### config.mk
export PLATFORM = sky130hd
export DESIGN_NAME = atmega_btn_pio
export DESIGN_NICKNAME = d
export VERILOG_FILES = /design/src/rtl/atmega_btn_pkg.sv /design/src/rtl/btn_debounce.sv /design/src/rtl/atmega_btn_pio.sv
export SDC_FILE = /design/constraint.sdc
export NUM_CORES = 1
export LEC_CHECK = 0
export CORE_MARGIN = 10
export CORE_UTILIZATION = 40
export CTS_CLUSTER_DIAMETER = 60
export DETAILED_ROUTE_END_ITERATION = 6
export GPL_ROUTABILITY_DRIVEN = 0
export REMOVE_ABC_BUFFERS = 1
export SYNTH_ARGS = -nofsm -noshare
export SYNTH_HDL_FRONTEND = slang
export SYNTH_SLANG_ARGS = --single-unit
### constraint.sdc
create_clock -name clk_i -period 7.45 [get_ports clk_i]
set_input_delay 1.49 -clock clk_i [delete_from_list [all_inputs] [get_ports clk_i]]
set_output_delay 1.49 -clock clk_i [all_outputs]
set_load 0.01 [all_outputs]
### src/rtl/atmega_btn_pkg.sv
// atmega_btn_pkg: register offsets, STAT bit positions and clog2 helper for the button port
package atmega_btn_pkg;
  localparam logic [7:0] PIN_OFS  = 8'h30;
  localparam logic [7:0] EDGE_OFS = 8'h31;
  localparam logic [7:0] IMSK_OFS = 8'h32;
  localparam logic [7:0] FIFO_OFS = 8'h33;
  localparam logic [7:0] STAT_OFS = 8'h34;
  localparam int STAT_EMPTY = 0;
  localparam int STAT_FULL  = 1;
  localparam int STAT_OVF   = 2;
  localparam int STAT_CNT   = 4;
  function automatic int clog2(input int v);
    int r;
    r = 0;
    while ((1 << r) < v) r++;
    return r;
  endfunction
endpackage

### src/rtl/btn_debounce.sv
// btn_debounce: 2-FF synchronizer plus stability counter for one raw button pin
module btn_debounce import atmega_btn_pkg::*; #(
  parameter int   DEBOUNCE_CYCLES = 16000,
  parameter logic RELEASED        = 1'b1
) (
  input  logic clk_i,
  input  logic rst_i,
  input  logic pin_i,
  output logic stable_o,
  output logic upd_o
);
  localparam int CW = clog2(DEBOUNCE_CYCLES);
  localparam logic [CW-1:0] LAST = CW'(DEBOUNCE_CYCLES - 1);
  logic [1:0] sync;
  logic [CW-1:0] cnt;
  // upd_o flags the cycle in which stable flips, so the top can log the event on the same edge
  assign upd_o = (sync[1] != stable_o) && (cnt == LAST);
  always_ff @(posedge clk_i or negedge rst_i)
    if (!rst_i) begin
      sync     <= {2{RELEASED}};
      stable_o <= RELEASED;
      cnt      <= '0;
    end else begin
      sync     <= {sync[0], pin_i};
      stable_o <= stable_o ^ upd_o;
      cnt      <= (sync[1] == stable_o || upd_o) ? '0 : cnt + 1'b1;
    end
endmodule

### src/rtl/atmega_btn_pio.sv
// atmega_btn_pio: debounced button port with edge flags, event FIFO and interrupt on the ATmega IO bus
module atmega_btn_pio import atmega_btn_pkg::*; #(
  parameter int         CHANNELS        = 8,
  parameter int         DEBOUNCE_CYCLES = 16000,
  parameter string      ACTIVE_LOW      = "TRUE",
  parameter int         FIFO_DEPTH      = 4,
  parameter logic [7:0] PIN_ADDR        = PIN_OFS,
  parameter logic [7:0] EDGE_ADDR       = EDGE_OFS,
  parameter logic [7:0] IMSK_ADDR       = IMSK_OFS,
  parameter logic [7:0] FIFO_ADDR       = FIFO_OFS,
  parameter logic [7:0] STAT_ADDR       = STAT_OFS
) (
  input  logic                clk_i,
  input  logic                rst_i,
  input  logic [7:0]          addr_i,
  input  logic                wr_i,
  input  logic                rd_i,
  input  logic [7:0]          bus_i,
  output logic [7:0]          bus_o,
  input  logic [CHANNELS-1:0] btn_i,
  input  logic                disc_i,
  output logic [CHANNELS-1:0] btn_o,
  output logic                int_o,
  input  logic                int_ack_i
);
  localparam logic REL = (ACTIVE_LOW == "FALSE") ? 1'b0 : 1'b1;
  localparam int PW = clog2(FIFO_DEPTH);
  localparam logic [7:0] CH_MASK = 8'((1 << CHANNELS) - 1);
  logic [CHANNELS-1:0] stable, upd;
  logic [7:0] pin, pin_nxt, edg, imsk, clr, stat;
  logic [7:0] mem [FIFO_DEPTH];
  logic [PW-1:0] wp, rp;
  logic [PW:0] cnt;
  logic ovf, empty, full, push, pop, push_ok;
  for (genvar i = 0; i < CHANNELS; i++) begin : g_ch
    btn_debounce #(.DEBOUNCE_CYCLES(DEBOUNCE_CYCLES), .RELEASED(REL)) u_db (
      .clk_i, .rst_i, .pin_i(btn_i[i]), .stable_o(stable[i]), .upd_o(upd[i])
    );
  end
  assign pin     = 8'(stable ^ {CHANNELS{REL}});
  assign pin_nxt = pin ^ 8'(upd);
  assign btn_o   = disc_i ? {CHANNELS{REL}} : stable;
  assign empty   = cnt == '0;
  assign full    = cnt == (PW+1)'(FIFO_DEPTH);
  assign push    = |upd;
  assign pop     = rd_i && addr_i == FIFO_ADDR && !empty;
  // a pop frees the slot the simultaneous push needs, so a full FIFO still accepts it
  assign push_ok = push && (!full || pop);
  assign clr     = (wr_i && addr_i == EDGE_ADDR ? bus_i : 8'h00) | {8{int_ack_i}};
  assign stat    = {1'b0, 3'(cnt), 1'b0, ovf, full, empty};
  assign int_o   = |(edg & imsk);
  always_comb
    bus_o = addr_i == PIN_ADDR  ? pin :
            addr_i == EDGE_ADDR ? edg :
            addr_i == IMSK_ADDR ? imsk :
            addr_i == FIFO_ADDR ? (empty ? 8'h00 : mem[rp]) :
            addr_i == STAT_ADDR ? stat : 8'h00;
  always_ff @(posedge clk_i or negedge rst_i)
    if (!rst_i) begin
      edg  <= '0;
      imsk <= '0;
      wp   <= '0;
      rp   <= '0;
      cnt  <= '0;
      ovf  <= 1'b0;
    end else begin
      edg  <= (edg & ~clr) | (pin_nxt & ~pin);
      imsk <= (wr_i && addr_i == IMSK_ADDR) ? bus_i & CH_MASK : imsk;
      wp   <= wp + PW'(push_ok);
      rp   <= rp + PW'(pop);
      cnt  <= cnt + (PW+1)'(push_ok) - (PW+1)'(pop);
      ovf  <= (push && !push_ok) || (ovf && !(wr_i && addr_i == STAT_ADDR && bus_i[STAT_OVF]));
    end
  always_ff @(posedge clk_i)
    if (push_ok) mem[wp] <= pin_nxt;
endmodule

==> metrics, run 1 <==
status=finished, final reports clean; Crit Path Category=in2out; Filler Cells Inserted=1960; core area=21700 sq um; WP data required=5960 ps; Crit. End Element=primary output; HPWL after detailed placement=approximately 12000 microns; Seq/Total Area, Yosys=a little under three fifths; largest net degree at the start of global routing=87; starting density of the core=between 40% and 50%; HP Class=reg2reg; Post-CTS Setup Repair Bufs=0; via count=5664; layout cells sized above 1=~14%; num rows=54; Post-Synthesis Cells=779; fin crit period=between 5000 and 6000 ps; number of buffers added on ports=46; area occupied by multi-input gates=approximately 3600 sq um; Hold Slack=346 ps; final core occ=46.9%; Die Y-Extent=about 170 microns; Worst Clk Skew=16.1 ps; H-tree depth=4; Bufs on Longest Clock Path=2; Slew headroom=a little under two fifths; RSZ-0062 raised after global routing=no; Synth Cell Area=8750 sq um; Avg Inst Size Synth=around 11 sq um; Layout Nets=882; synth-to-layout area growth=16.2%; Worst setup SP type=primary input; Reg area=between 4000 and 5000 sq um; CTS clk-pin slew, worst paths=70 ps; TritonCTS clock tree=built; DRC viols=0; io pins=47; Pwr Density=216 nW/um^2; Hold-fix buffers, CTS=0; WL/cell=15.5 microns; Num CTS Buffers=17; post-synthesis sequential element count=between 150 and 200; Peak Freq=roughly 170 MHz; CTS sink cnt=192; vias in the first global route=5650; Peak VDD IR=~0.11 mV; yosys warns=0; Vias/cell=just over 5; TritonRoute pass-1 iters=4; worst reg-to-reg path cell count=12; Die ar.=28200 sq um; Pins Over Slew Limit=0; Main synth FF type=dfrtp_1; Leak=4.08 nW; critical path fanouts, max=8; critical path arrival=4350 ps; Setup Total Neg Slack=0 ps; Skew-Pair Late Insertion Delay=440 ps; CTS Root Cell=clkbuf_16; drt first-iter violations=365; post-route clock period utilization=78.4%; Hold Fails Final Rpt=0; Worst-Margin Slew=926 ps; global-route wire length before repair=29400 microns; Post-DRT Antenna Nets=0; post_cts resized=0; asr flop ratio synth=83.3%; Netlist cell types=45; # setup viols final=0; hold path cells=0; initial antenna violation count=0; Post-Route WL=17400 microns; # diodes=0; number of synthesized flops with an enable pin=32; GRT Util Overall=12.7%; total gr overflow=0; max-cap viol count=0; die width=168 microns
area by class of cell:
| cell class | count | share of cell area, % |
|---|---|---|
| flip-flops and latches | 192 | 49.1 |
| multi-input cells | 543 | 35.3 |
| repair buffers | 50 | 4.84 |
| clock buffers | 18 | 4.22 |
| well taps | 280 | 3.44 |
| clock inverters | 14 | 2.01 |
| inverters | 28 | 1.03 |
cell usage after synthesis, drive strengths merged (14+ instances only):
library cell    n  area (sq um)
ha             19           238
xor2           52           455
or3            14          88.8
or2            17           106
mux2           16           180
nand2          56           218
dfrtp         136          3400
nand4          21           144
o21ai          16          80.1
dfstp          24           631
nand3          44           220
clkbuf         15          56.3
inv            28           105
xnor2          43           377
edfxtp         32           961
nor2          128           480
a21oi          18          90.1
nor3           17          85.1
sequential cells by signal, indices dropped and copies added, names as in the netlist, named ones only:
name,cells
cnt,3
rp,2
wp,2
ovf,1
g_ch.u_db.sync,16
edg,8
g_ch.u_db.cnt,112
mem,32
imsk,8
critical path: stages:
cell and delay (ps):
clkdlybuf4s50_1 460, nor4bb_1 670, nor2b_1 330, and2_1 350, a222oi_1 160, mux2i_1 280
clkdlybuf4s50_1 610
worst paths after layout:
| check | slack, ps | from | endpoint |
|---|---|---|---|
| max | 1610 | addr_i[4] | bus_o[7] |
| min | 350 | g_ch[1].u_db.sync[0] | g_ch[1].u_db.sync[1] |
| max reg2reg | 4050 | g_ch[7].u_db.cnt[0] | cnt[2] |
| min reg2reg | 350 | g_ch[1].u_db.sync[0] | g_ch[1].u_db.sync[1] |
| max in group asynchronous | 4860 | rst_i | wp[0] |
| min in group asynchronous | 1130 | rst_i | g_ch[0].u_db.cnt[6] |
power breakdown:
group | total (mW) | switching (mW) | internal (mW) | leakage [nW]
clock | 0.983 | 0.412 | 0.571 | 0.310
combinational | 0.0952 | 0.0519 | 0.0433 | 1.47
sequential | 1.11 | 0.0251 | 1.09 | 2.30
stage by stage:
step	power (mW)	worst slack, ps	cell area, sq um	std cells
after floorplan	1.17	3170	8690	763
after global placement	1.23	1690	9540	1093
after detailed placement	1.23	1630	9540	1093
after CTS	2.22	1610	10200	1125
after global routing	2.28	1440	10200	1125
final	2.19	1610	10200	1125
layout by cell type (no fill, tap or decap), types with 8 or more instances in the layout:
cell type / count
a31o_2: 8
mux2_2: 16
nand3_1: 44
nor3_1: 17
xnor2_1: 43
mux4_2: 8
or2_2: 17
a21oi_1: 18
inv_1: 28
clkbuf_16: 17
edfxtp_1: 32
xor2_1: 52
and3_1: 13
or3_1: 13
dfstp_2: 24
nand2_1: 55
dfrtp_1: 136
ha_1: 19
nand4_1: 19
clkdlybuf4s50_1: 45
o21ai_0: 16
nor2_1: 128
cell families after synthesis:
| group | Yosys count | share of synthesized area [%] |
|---|---|---|
| AOI/OAI and AO/OA | 62 | 4.82 |
| xor gates and xnor gates | 95 | 9.50 |
| adders and majority gates | 20 | 2.94 |
| buffers and inverters | 44 | 1.89 |
| DFF | 192 | 57.1 |
| muxes | 27 | 4.46 |
| and+or+nand+nor | 339 | 19.3 |
routing by layer:
metal / routed length, microns / up-vias / GRT usage [%]
met5: 0 / - / 0
met3: 695 / 11 / 3.28
met4: 214 / 0 / 3.90
met1: 8400 / 2756 / 17.3
met2: 8110 / 85 / 19.4
li1: - / 2812 / -
Power figures use the tool's default switching activity.
==> inputs of run 2 (changes only) <==
- clock period: 7.45 -> 5.5 ns (I/O delays scaled with it)
==> run 2 against run 1 <==
  * Global-route usage up 0.38 points
  * Clock power up 21%
  * First-iteration DRC count down 16%
  * Critical path type unchanged
  * Largest power group unchanged
  * Highest routed layer unchanged
==> metrics, run 2 (synthesized netlist as in run 1, its figures left out) <==
status=finished, final reports clean; number of buffers added on ports=46 (unchanged); most common cell after layout, fill and taps aside=dfrtp_1; top flop regs=g_ch.u_db.cnt: 112 flops, mem: 32 flops, g_ch.u_db.sync: 16 flops; Reg area=4990 sq um (unchanged); Clk pwr share=42.1% (-2.7 points); Slew headroom=45.8% (+7.5 points); Vias/cell=5.10 (+1.2%); Worst-Margin Slew=813 ps (-112 ps); DRC viols=0 (unchanged); drt first-iter violations=306 (-16%); Num CTS Buffers=17 (unchanged); Leak=4.04 nW (-0.87%); Post-CTS Setup Repair Bufs=0 (unchanged); Die Y-Extent=168 microns (unchanged); most frequent cells in the layout=dfrtp_1 (136), nor2_1 (128), nand2_1 (55); switching power share of the total=23.4% (+1.1 points); Peak VDD IR=0.160 mV (+39%); WL/cell=15.5 microns (about the same); sequential group share of total power=53.3% (+2.5 points); Filler Cells Inserted=1966 (+0.31%); Hold Fails Final Rpt=0 (unchanged); # diodes=0 (unchanged); Post-DRT Antenna Nets=0 (unchanged); TritonRoute pass-1 iters=6 (+2); Gate power share=4.6% (+0.3 points); Psw=0.663 mW (+36%); CTS clk-pin slew, worst paths=70 ps (about the same); starting density of the core=40.4% (unchanged); io pins=47 (unchanged); Crit Path Category=in2out; HP Class=reg2reg; Pwr Density=280 nW/um^2 (+30%); Final Cell Area=10100 sq um (-0.57%); Die ar.=28200 sq um (unchanged); Worst setup SP type=primary input; Bufs on Longest Clock Path=2 (unchanged); CP most frequent cell=clkdlybuf4s50_1; WP data required=4400 ps (-1560 ps); initial antenna violation count=0 (unchanged); crit-path cells=clkdlybuf4s50_1 > nor4bb_1 > nor2b_1 > and2_1 > a222oi_1 > mux2i_1 > clkdlybuf4s50_1; RSZ-0062 raised after global routing=no; slowest library cell on the worst path=nor4bb_1; fin crit period=5020 ps; die width=168 microns (unchanged); Crit. End Element=primary output; core area=21700 sq um (unchanged); placed cells=1095 (+0.18%); area occupied by multi-input gates=3590 sq um (unchanged); GRT Util Overall=13.1% (+0.38 points); hold path cells=0 (unchanged); synth-to-layout area growth=15.5%; num rows=54 (unchanged); largest net degree at the start of global routing=88 (+1.1%); global-route wire length before repair=30000 microns (+2.1%); critical path fanouts, max=8 (unchanged); Skew-Pair Late Insertion Delay=430 ps (about the same); Worst Clk Skew=9.67 ps (-6.43 ps); vias in the first global route=5716 (+1.2%); total gr overflow=0 (unchanged); cell-internal power=2.17 mW (+27%); Peak Freq=199 MHz; CTS Root Cell=clkbuf_16; CTS sink cnt=192 (unchanged); HPWL after detailed placement=12400 microns (+1.0%); Post-Route WL=17500 microns (+0.28%); post-route clock period utilization=91.3%; layout cells sized above 1=14.5% (+0.20 points); max reg flops=112 (unchanged); Hold-fix buffers, CTS=0 (unchanged); Layout Nets=884 (+0.23%); max-cap viol count=0 (unchanged); post_cts resized=0 (unchanged); Layout Cells excl Fill=1127 (+0.18%); worst reg-to-reg path cell count=12 (unchanged); via count=5744 (+1.4%); critical path arrival=3920 ps (-430 ps); final core occ=46.6% (-0.27 points); Hold Slack=350 ps (+4.16 ps); Post-Place Cell Area=9550 sq um (+0.16%); # setup viols final=0 (unchanged); TritonCTS clock tree=built; Worst path max stage delay=630 ps (-40 ps); Setup Total Neg Slack=0 ps (unchanged); Pins Over Slew Limit=0 (unchanged); Top reg by flops=g_ch.u_db.cnt; H-tree depth=4 (unchanged)
==> run 2: cell types whose count changed in the layout (fill, tap and decap cells not counted), sizes merged <==
| cell | delta |
|---|---|
| buf | +2 |
| clkinv | -1 |
| clkinvlp | +4 |
| bufinv | -3 |
==> run 2: final cells by class <==
| type | instances | share of cell area [%] |
|---|---|---|
| flip-flops and latches | 192 | 49.4 |
| multi-input cells | 543 | 35.5 |
| repair buffers | 52 | 5.01 |
| clock buffers | 18 | 4.24 |
| well taps | 280 | 3.46 |
| clock inverters | 14 | 1.30 |
| inverters | 28 | 1.04 |
==> run 2: critical path, delay by kind of cell <==
kind	cells	cell delay [ps]
AO/OA/AOI/OAI	1	170
multiplexers	1	290
buffers and inverters	2	1050
AND/OR/NAND/NOR	3	1310
==> run 2: power by group through the flow <==
stage	clock, mW	sequential (mW)	combinational [mW]
floorplan	0	1.53	0.0623
global placement	0	1.54	0.132
detailed placement	0	1.54	0.134
CTS	1.23	1.51	0.134
global route	1.29	1.51	0.147
finish	1.19	1.51	0.129
==> run 2: through the flow <==
| step | setup WS [ps] | total power [mW] |
|---|---|---|
| 3_5_place_dp | 467 | 1.67 |
| 5_1_grt | 220 | 2.95 |
| 2_1_floorplan | 2000 | 1.59 |
| 4_1_cts | 450 | 2.87 |
| 3_3_place_gp | 512 | 1.67 |
| 6_report | 480 | 2.83 |
==> run 2: worst paths after layout <==
check,start,endpoint,slack [ps]
worst max-delay path,addr_i[4],bus_o[7],480
worst max register to register,g_ch[7].u_db.cnt[0],cnt[2],2110
worst min-delay path,g_ch[5].u_db.sync[0],g_ch[5].u_db.sync[1],350
worst min register to register,g_ch[5].u_db.sync[0],g_ch[5].u_db.sync[1],350
min in group asynchronous,rst_i,g_ch[6].u_db.cnt[11],720
max in group asynchronous,rst_i,g_ch[5].u_db.sync[0],3700
==> run 2: metal layers <==
layer | global-route usage [%] | part of all wire, %
met1 | 17.8 | 48
met2 | 19.9 | 48
met3 | 3.28 | 3.3
met4 | 4.24 | 1.3
met5 | 0 | 0
